===== config.mk =====
export PLATFORM = sky130hd
export DESIGN_NAME = spi_slave
export DESIGN_NICKNAME = d
export VERILOG_FILES = /design/src/rtl/spi_slave.sv
export SDC_FILE = /design/constraint.sdc
export NUM_CORES = 1
export LEC_CHECK = 0
export ABC_CLOCK_PERIOD_IN_PS = 1800
export BUFFER_PORTS_ARGS = -buffer_cell sky130_fd_sc_hd__buf_2
export CELL_PAD_IN_SITES_DETAIL_PLACEMENT = 1
export CELL_PAD_IN_SITES_GLOBAL_PLACEMENT = 1
export CORE_UTILIZATION = 40
export DETAILED_ROUTE_END_ITERATION = 8
export PLACE_DENSITY_LB_ADDON = 0.1
export SYNTH_ARGS = -nofsm -noshare
export SYNTH_HDL_FRONTEND = slang
export SYNTH_SLANG_ARGS = --single-unit

===== constraint.sdc =====
create_clock -name clk_in -period 1.8 [get_ports clk_in]
set_input_delay 0.27 -clock clk_in [delete_from_list [all_inputs] [get_ports clk_in]]
set_output_delay 0.27 -clock clk_in [all_outputs]
set_load 0.005 [all_outputs]

===== src/rtl/spi_slave.sv =====
// spi_slave: SPI responder, far-end counterpart of the SPI master controller.
// It oversamples SCS/SCK/SDI in the clk_in domain and shifts one full-duplex,
// MSB-first word per frame. The sample edge is the trailing edge (the return
// of SCK to SPI_POLARITY). The launch edge is the leading edge.
//
// Ports:
//   clk_in, rst_in   system clock; synchronous active-high reset
//   tx_data_in       reply word for the next frame
//   tx_load_in       one-cycle strobe: tx_data_in -> transmit hold register
//   rx_data_out      last complete received word
//   rx_valid_out     one-cycle pulse when rx_data_out updates
//   frame_err_out    one-cycle pulse at SCS rise if the bit count != TRANSFER_SIZE
//   busy_out         frame in progress (ACTIVE or DONE)
//   spi_scs_in       chip select, active low, asynchronous
//   spi_sck_in       serial clock, asynchronous
//   spi_sdi_in       data from master
//   spi_sdo_out      data to master (1 whenever not ACTIVE)
//   spi_sdo_en_out   SDO pad output enable
module spi_slave #(
    parameter int   TRANSFER_SIZE = 8,
    parameter logic SPI_POLARITY  = 1'b1
) (
    input  logic                     clk_in,
    input  logic                     rst_in,
    input  logic [TRANSFER_SIZE-1:0] tx_data_in,
    input  logic                     tx_load_in,
    output logic [TRANSFER_SIZE-1:0] rx_data_out,
    output logic                     rx_valid_out,
    output logic                     frame_err_out,
    output logic                     busy_out,
    input  logic                     spi_scs_in,
    input  logic                     spi_sck_in,
    input  logic                     spi_sdi_in,
    output logic                     spi_sdo_out,
    output logic                     spi_sdo_en_out
);

    localparam int CW = $clog2(TRANSFER_SIZE + 2);
    localparam logic [CW-1:0] CNT_LAST = CW'(TRANSFER_SIZE - 1);
    localparam logic [CW-1:0] CNT_FULL = CW'(TRANSFER_SIZE);
    localparam logic [CW-1:0] CNT_SAT  = CW'(TRANSFER_SIZE + 1);

    typedef enum logic [1:0] {ST_RESYNC, ST_IDLE, ST_ACTIVE, ST_DONE} state_t;

    state_t state, state_next;

    logic scs_p0, scs_p1, scs_p2;
    logic sck_p0, sck_p1, sck_p2;
    logic sdi_p0, sdi_p1;
    logic sync_primed;

    logic [TRANSFER_SIZE-1:0] tx_hold;
    logic [TRANSFER_SIZE-1:0] tx_shift;
    logic [TRANSFER_SIZE-2:0] rx_shift;
    logic [TRANSFER_SIZE-1:0] rx_word;
    logic [CW-1:0]            bit_cnt;
    logic                     sdo_q;

    logic scs_fall, scs_rise, sck_lead, sck_trail;

    // ---- stage p0/p1: two-flop synchronizers; p2: edge-detect register ----
    always_ff @(posedge clk_in) begin
        if (rst_in) begin
            scs_p0      <= 1'b1;
            scs_p1      <= 1'b1;
            scs_p2      <= 1'b1;
            sck_p0      <= SPI_POLARITY;
            sck_p1      <= SPI_POLARITY;
            sck_p2      <= SPI_POLARITY;
            sdi_p0      <= 1'b1;
            sdi_p1      <= 1'b1;
            sync_primed <= 1'b0;
        end else begin
            scs_p0      <= spi_scs_in;
            scs_p1      <= scs_p0;
            scs_p2      <= scs_p1;
            sck_p0      <= spi_sck_in;
            sck_p1      <= sck_p0;
            sck_p2      <= sck_p1;
            sdi_p0      <= spi_sdi_in;
            sdi_p1      <= sdi_p0;
            sync_primed <= 1'b1;
        end
    end

    // SDI is taken from the same synchronizer depth as the SCK edge decision.
    assign scs_fall  = scs_p2 & ~scs_p1;
    assign scs_rise  = ~scs_p2 & scs_p1;
    assign sck_lead  = (sck_p2 == SPI_POLARITY) && (sck_p1 != SPI_POLARITY);
    assign sck_trail = (sck_p2 != SPI_POLARITY) && (sck_p1 == SPI_POLARITY);
    assign rx_word   = {rx_shift, sdi_p1};

    // ---- FSM next state ----
    always_comb begin
        state_next = state;
        case (state)
            // The synchronizers are forced high by reset, so the first
            // post-reset cycle is discarded (sync_primed). Only then does
            // scs_p0 reflect the pin. This prevents a frame in progress
            // at reset from being joined.
            ST_RESYNC: if (sync_primed && scs_p0 && scs_p1 && scs_p2) state_next = ST_IDLE;
            ST_IDLE:   if (scs_fall) state_next = ST_ACTIVE;
            ST_ACTIVE: begin
                if (scs_rise)
                    state_next = ST_IDLE;
                else if (sck_trail && bit_cnt == CNT_LAST)
                    state_next = ST_DONE;
            end
            ST_DONE:   if (scs_rise) state_next = ST_IDLE;
            default:   state_next = ST_RESYNC;
        endcase
    end

    always_ff @(posedge clk_in) begin
        if (rst_in) state <= ST_RESYNC;
        else        state <= state_next;
    end

    // ---- frame control and registered outputs ----
    always_ff @(posedge clk_in) begin
        if (rst_in) begin
            tx_hold       <= '0;
            rx_data_out   <= '0;
            rx_valid_out  <= 1'b0;
            frame_err_out <= 1'b0;
            bit_cnt       <= '0;
            sdo_q         <= 1'b1;
        end else begin
            rx_valid_out  <= 1'b0;
            frame_err_out <= 1'b0;
            if (tx_load_in) tx_hold <= tx_data_in;
            case (state)
                ST_IDLE: begin
                    sdo_q <= 1'b1;
                    if (scs_fall) bit_cnt <= '0;
                end
                ST_ACTIVE: begin
                    // SCS rise takes priority over a coincident SCK edge.
                    if (scs_rise) begin
                        frame_err_out <= (bit_cnt != CNT_FULL);
                    end else begin
                        if (sck_lead) sdo_q <= tx_shift[TRANSFER_SIZE-1];
                        if (sck_trail) begin
                            bit_cnt <= bit_cnt + 1'b1;
                            if (bit_cnt == CNT_LAST) begin
                                rx_data_out  <= rx_word;
                                rx_valid_out <= 1'b1;
                            end
                        end
                    end
                end
                ST_DONE: begin
                    sdo_q <= 1'b1;
                    if (scs_rise)
                        frame_err_out <= (bit_cnt != CNT_FULL);
                    else if (sck_trail && bit_cnt != CNT_SAT)
                        bit_cnt <= bit_cnt + 1'b1;
                end
                default: sdo_q <= 1'b1;
            endcase
        end
    end

    // ---- shift registers (data only, no reset) ----
    always_ff @(posedge clk_in) begin
        if (state == ST_IDLE && scs_fall)
            tx_shift <= tx_hold;
        else if (state == ST_ACTIVE && !scs_rise && sck_lead)
            tx_shift <= {tx_shift[TRANSFER_SIZE-2:0], 1'b0};
        if (state == ST_ACTIVE && !scs_rise && sck_trail)
            rx_shift <= rx_word[TRANSFER_SIZE-2:0];
    end

    assign busy_out       = (state == ST_ACTIVE) || (state == ST_DONE);
    assign spi_sdo_en_out = busy_out;
    assign spi_sdo_out    = (state == ST_ACTIVE) ? sdo_q : 1'b1;

endmodule

Yosys cells after proc, flatten, opt, wreduce, memory -nomap -nowiden --
Index checks and enable logic that the tools add are counted.
Operators by class: $add $sub $neg 1, eq/ne operators 14, multiplexer cells 17, bitwise logic cells 10, reductions and logical operators 24
Operators by type and width (number):
- $mux 4 | 5
- $mux 8 | 2
- $ne 2x2->1 const B | 7
- $pmux 4 s3 | 1
- $logic_and 1x1->1 | 11
- $mux 2 | 5
- $ne 4x4->1 const B | 2
- $not 1->1 | 8
- $pmux 2 s4 | 1
- $reduce_and 4->1 | 2
- $reduce_and 6->1 | 1
- $add 4x1->4 const B | 1
- $eq 2x2->1 const B | 2
- $eq 4x3->1 const B | 1
- $reduce_or 2->1 | 2
- $reduce_or 4->1 | 1
- $mux 1 | 3
- $ne 3x3->1 const B | 1
- $reduce_bool 3->1 | 1
- $reduce_or 3->1 | 1
- $and 1x1->1 | 2
- $eq 2x1->1 const B | 1
- $logic_not 2->1 | 1
- $reduce_and 2->1 | 1
- other kinds (3) | 3
Word-level totals: bits in registers 49, output and inout bits 13, word-level logic and storage cells 84

Logic depth before layout (Yosys ltp) --
word-level depth 7, gate-level depth with buffers 7, depth with buffers taken out 7

Worst setup path before layout --
OpenSTA, ideal clock, no wires.
kind reg-to-reg, start point register state[0], end point register bit_cnt[2], arrival time 1760 ps, setup slack -61 ps, cell stages (with the launch flop) 7, clock period less this slack 1861 ps, path through dfxtp_1 -> inv_1 -> ha_1 -> nor2_1 -> a31oi_2 -> or4_4 -> o41ai_1
On the way: word-level cells in the longest chain between the ends 3, elaborated cells between the ends (all ways) 11
RTL lines:
- from (decl) | RTL line 45 | state_t state, state_next;
- from (signal assigned) | RTL line 116 | else state <= state_next;
- $eq 2x2->1 or $eq 2x1->1 (tied branches) | RTL line 132 | case (state)
- $ne 2x2->1 (no line) or $reduce_bool 3->1 (tied branches)
- $reduce_and 6->1 (no line)
- to (signal assigned) | RTL line 144 | bit_cnt <= bit_cnt + 1'b1;
- to (signal assigned) | RTL line 157 | bit_cnt <= bit_cnt + 1'b1;
- to (decl) | RTL line 56 | logic [CW-1:0] bit_cnt;
Parallel ways exist; a longest one is shown, timed or not. A chain may end at the register's enable or synchronous reset.

Worst setup path in the final report --
start point register state[0], end point register bit_cnt[3]
The elaborated chain is that of the path after synthesis.

==> Flow_metrics.wiki <==
{| class="wikitable"
! Metric !! Value
|-
| Result of the run || finished, violations left
|-
| Violated checks || setup timing
|-
| CP Launch Point || state[0]
|-
| Startpoint types || flip-flop
|-
| Share of post-route cells with drive strength above 1 || 35.1%
|-
| Via-to-Cell Ratio || 4.84
|-
| Total routing resource utilization after global routing || between 15 and 20%
|-
| Final nets || 229
|-
| Num Clock Sinks || 49
|-
| Worst-path maximum fanout || 7
|-
| Final weighted congestion in routability-driven placement || 0.762
|-
| Synthesis-to-finish area growth || 21.3%
|-
| Count of endpoints failing setup in the final report || 1
|-
| Post-route antenna net violation count || 0
|-
| Number of non-filler instances in the completed layout || approximately 280
|-
| Req. time, crit path || ~2.0 ns
|-
| Count of antenna diodes in the layout || 0
|-
| Clock period minus worst slack || 1.80 ns
|-
| Clock buffers created by TritonCTS || 5
|-
| Net Count, Synth || 196
|-
| Worst slack after detailed placement || -0.151 ns
|-
| Antenna violations before repair || 0
|-
| Finished layout cell area || 2420 µm²
|-
| Area of the multi-input gates || around 890 µm²
|-
| First drt pass iteration count || 4
|-
| Crit path capture type || flip-flop
|-
| Arrival time at the worst endpoint || 2.01 ns
|-
| Period utilization || 100%
|-
| Worst relative slew slack || 57.0%
|-
| Std-Cell Rows || 25
|-
| Number of hold buffers added after CTS || 0
|-
| Transition time at the pin with the least slew margin || 0.645 ns
|-
| DR DRC count || 0
|-
| Highest routed metal layer || met4
|-
| Part of the Yosys area used for sequential elements || 56.6%
|-
| Root buf cell || clkbuf_8
|-
| DIE AREA || 5290 µm²
|-
| Count of vias placed by the detailed router || 1332
|-
| Worst R2R End || bit_cnt[3]
|-
| DRT met1 WL || 1920 µm
|-
| Number of placed instances, taps included || between 200 and 300
|-
| Routed length on met3 || roughly 90 µm
|-
| Clock slew seen by the registers of the worst setup and hold paths || around 0.090 ns
|-
| Final max-slew violation count || 0
|-
| Placeable core area || 4750 µm²
|-
| Worst skew pair latency || around 0.3 ns
|-
| Die width || 72.7 µm
|-
| Initial cell density of the core || a little over two fifths
|-
| Highest ir drop seen on vdd || 514 µV
|-
| Wire length of the first global-routing pass || 6870 µm
|-
| Origin of the critical flop-to-flop path || state[0]
|-
| Area taken by flip-flops and latches || roughly 1100 µm²
|-
| Routed wire length || 4130 µm
|-
| Number of design-rule violations left by the first detailed-router iteration || 47
|-
| Count of cell types in the netlist || 32
|-
| Synth Cell Area || 2000 µm²
|-
| Port Buffers || 26
|-
| Vert. Die Dim || 72.7 µm
|-
| CTS H-Tree Depth || 2
|-
| Critical path type || reg2reg
|-
| Min setup slack post-route || -0.00326 ns
|-
| Synth Warn # || 0
|-
| Post-synth top area share || 34.0%
|-
| RSZ-0062 raised after global routing || true
|-
| Pin count of the biggest net entering global routing || 36
|-
| # fillers || 525
|-
| Hold wc startpoint || spi_sck_in
|-
| Average instance area after synthesis || about 11 µm²
|-
| Setup clock skew after layout || 0.00441 ns
|-
| Post-synthesis cell type with the largest combined area || dfxtp_1
|-
| Max-cap violations || 0
|-
| Drt wl/cell || 15.0 µm
|-
| Synth Instances || 174
|-
| Number of hold-slack violations in the final timing report || 0
|-
| R2R cell count || 6
|-
| Leakage dissipation || 1.05 nW
|-
| Standard cell area after detailed placement || 2240 µm²
|-
| Power density cells || 907 nW/µm²
|-
| Capture point of the critical path || bit_cnt[3]
|-
| Total global routing overflow || 0
|-
| Main area contributors after synthesis || dfxtp_1 (34%), edfxtp_1 (23%), mux2i_1 (9.0%), ha_1 (5.0%), nor2_1 (4.7%)
|-
| Buffers inserted by post-CTS timing repair || 0
|-
| Highest Clock Rate || 0.555 GHz
|-
| Reg2Reg Setup Slack || -0.003 ns
|-
| Sum of net half-perimeters after detailed placement || 2950 µm
|-
| Number of top-level pins || 27
|-
| Path category of the worst min-delay check || in2reg
|-
| Routed met2 length || 2080 µm
|-
| Number of global-route vias before repair || 1439
|-
| Clock tree from TritonCTS || yes
|-
| Number of buffers on the longest clock path || 2
|-
| Flip-flop and latch count after synthesis || between 40 and 50
|}
[report_power, final]
group	switching, mW	internal [mW]	total, mW
Combinational	0.190	0.159	0.349
Sequential	0.0306	1.18	1.21
Clock	0.369	0.273	0.642
Total	0.590	1.61	2.20
[logic make-up after synthesis]
logic type,after synthesis,share of synthesized area [%]
mux,26,13.5
fa+ha+maj,8,5.01
buf+inv,17,3.50
compound gates,15,5.94
flops,49,56.6
simple gates,59,15.5
[cell usage after synthesis (all sizes together)]
| cell type | n |
|---|---|
| o41ai | 4 |
| clkbuf | 5 |
| mux2 | 8 |
| nor2 | 25 |
| a2111oi | 1 |
| mux2i | 18 |
| a21o | 1 |
| nand4 | 2 |
| buf | 3 |
| o31ai | 2 |
| ha | 8 |
| dfxtp | 34 |
| nor2b | 3 |
| inv | 9 |
| o221a | 1 |
| nor3b | 1 |
| nand3 | 3 |
| and2 | 3 |
| a31oi | 1 |
| edfxtp | 15 |
| or4b | 1 |
| nand3b | 1 |
| or2 | 8 |
| o21ai | 1 |
| nand2b | 5 |
| or4 | 2 |
| a21oi | 3 |
| a31o | 1 |
| nor4bb | 1 |
| nand2 | 4 |
[layer usage]
layer	up-vias	track usage [%]
li1	666	-
met4	0	5.88
met2	17	29.1
met5	-	0
met1	644	22.0
met3	5	4.14
[critical path: stages, from the launching register on]
cell     delay (ns)
dfxtp_4        0.38
inv_2          0.06
ha_1           0.24
nor2_4         0.12
a31oi_4        0.08
or4_4          0.61
o41ai_4        0.22
[layout by cell type (no fill, tap or decap), types with 2 or more instances in the layout]
master,count
nand2_1,4
nand2b_1,4
edfxtp_1,15
nand4_1,2
a21oi_1,3
buf_4,8
o41ai_4,2
o41ai_2,2
inv_1,8
ha_1,6
clkinvlp_4,3
or2_2,8
dfxtp_1,32
dfxtp_4,2
buf_2,26
nor2_1,24
nor2b_1,3
nand3_1,3
o31ai_1,2
and2_1,2
clkbuf_8,5
mux2_2,8
mux2i_1,18
[how the worst min path moves through the flow]
stage | end | cells past startpoint
after floorplan | sck_p0 | 1
after detailed placement | sck_p1 | 1
after CTS | sck_p0 | 2
final | sck_p0 | 2
after global placement | sck_p1 | 1
after global routing | sck_p0 | 2
[flip-flops by register name (all words and copies together), names as in the netlist, 2 cells and up]
register and count:
state 2, rx_data_out 8, tx_hold 8, bit_cnt 4, tx_shift 8, rx_shift 7
[what timing repair did]
item,in CTS,in global routing
endpoints found under the hold margin,0,0
setup endpoints to repair,5,6
pin swaps,0,1
resized for setup,10,8
[per-stage QoR]
step	setup TNS (ns)	util [%]	hold slack [ns]	total power, mW
after floorplan	0	-	0.374	1.43
after global placement	0	47.1	0.395	1.51
after detailed placement	-0.204	47.1	0.408	1.53
after CTS	-0.0116	50.1	0.142	2.20
after global routing	-0.143	51.0	0.141	2.32
final	-0.00326	51.0	0.149	2.20
[layout make-up]
cell class / count / area share, %
clock buffers: 5 / 2.84
clock inverters: 3 / 0.929
inverters: 9 / 1.39
multi-input cells: 108 / 36.6
flip-flops and latches: 49 / 47.0
well taps: 67 / 3.46
repair buffers: 34 / 7.84
No activity file was read; power rests on OpenSTA's default activity.
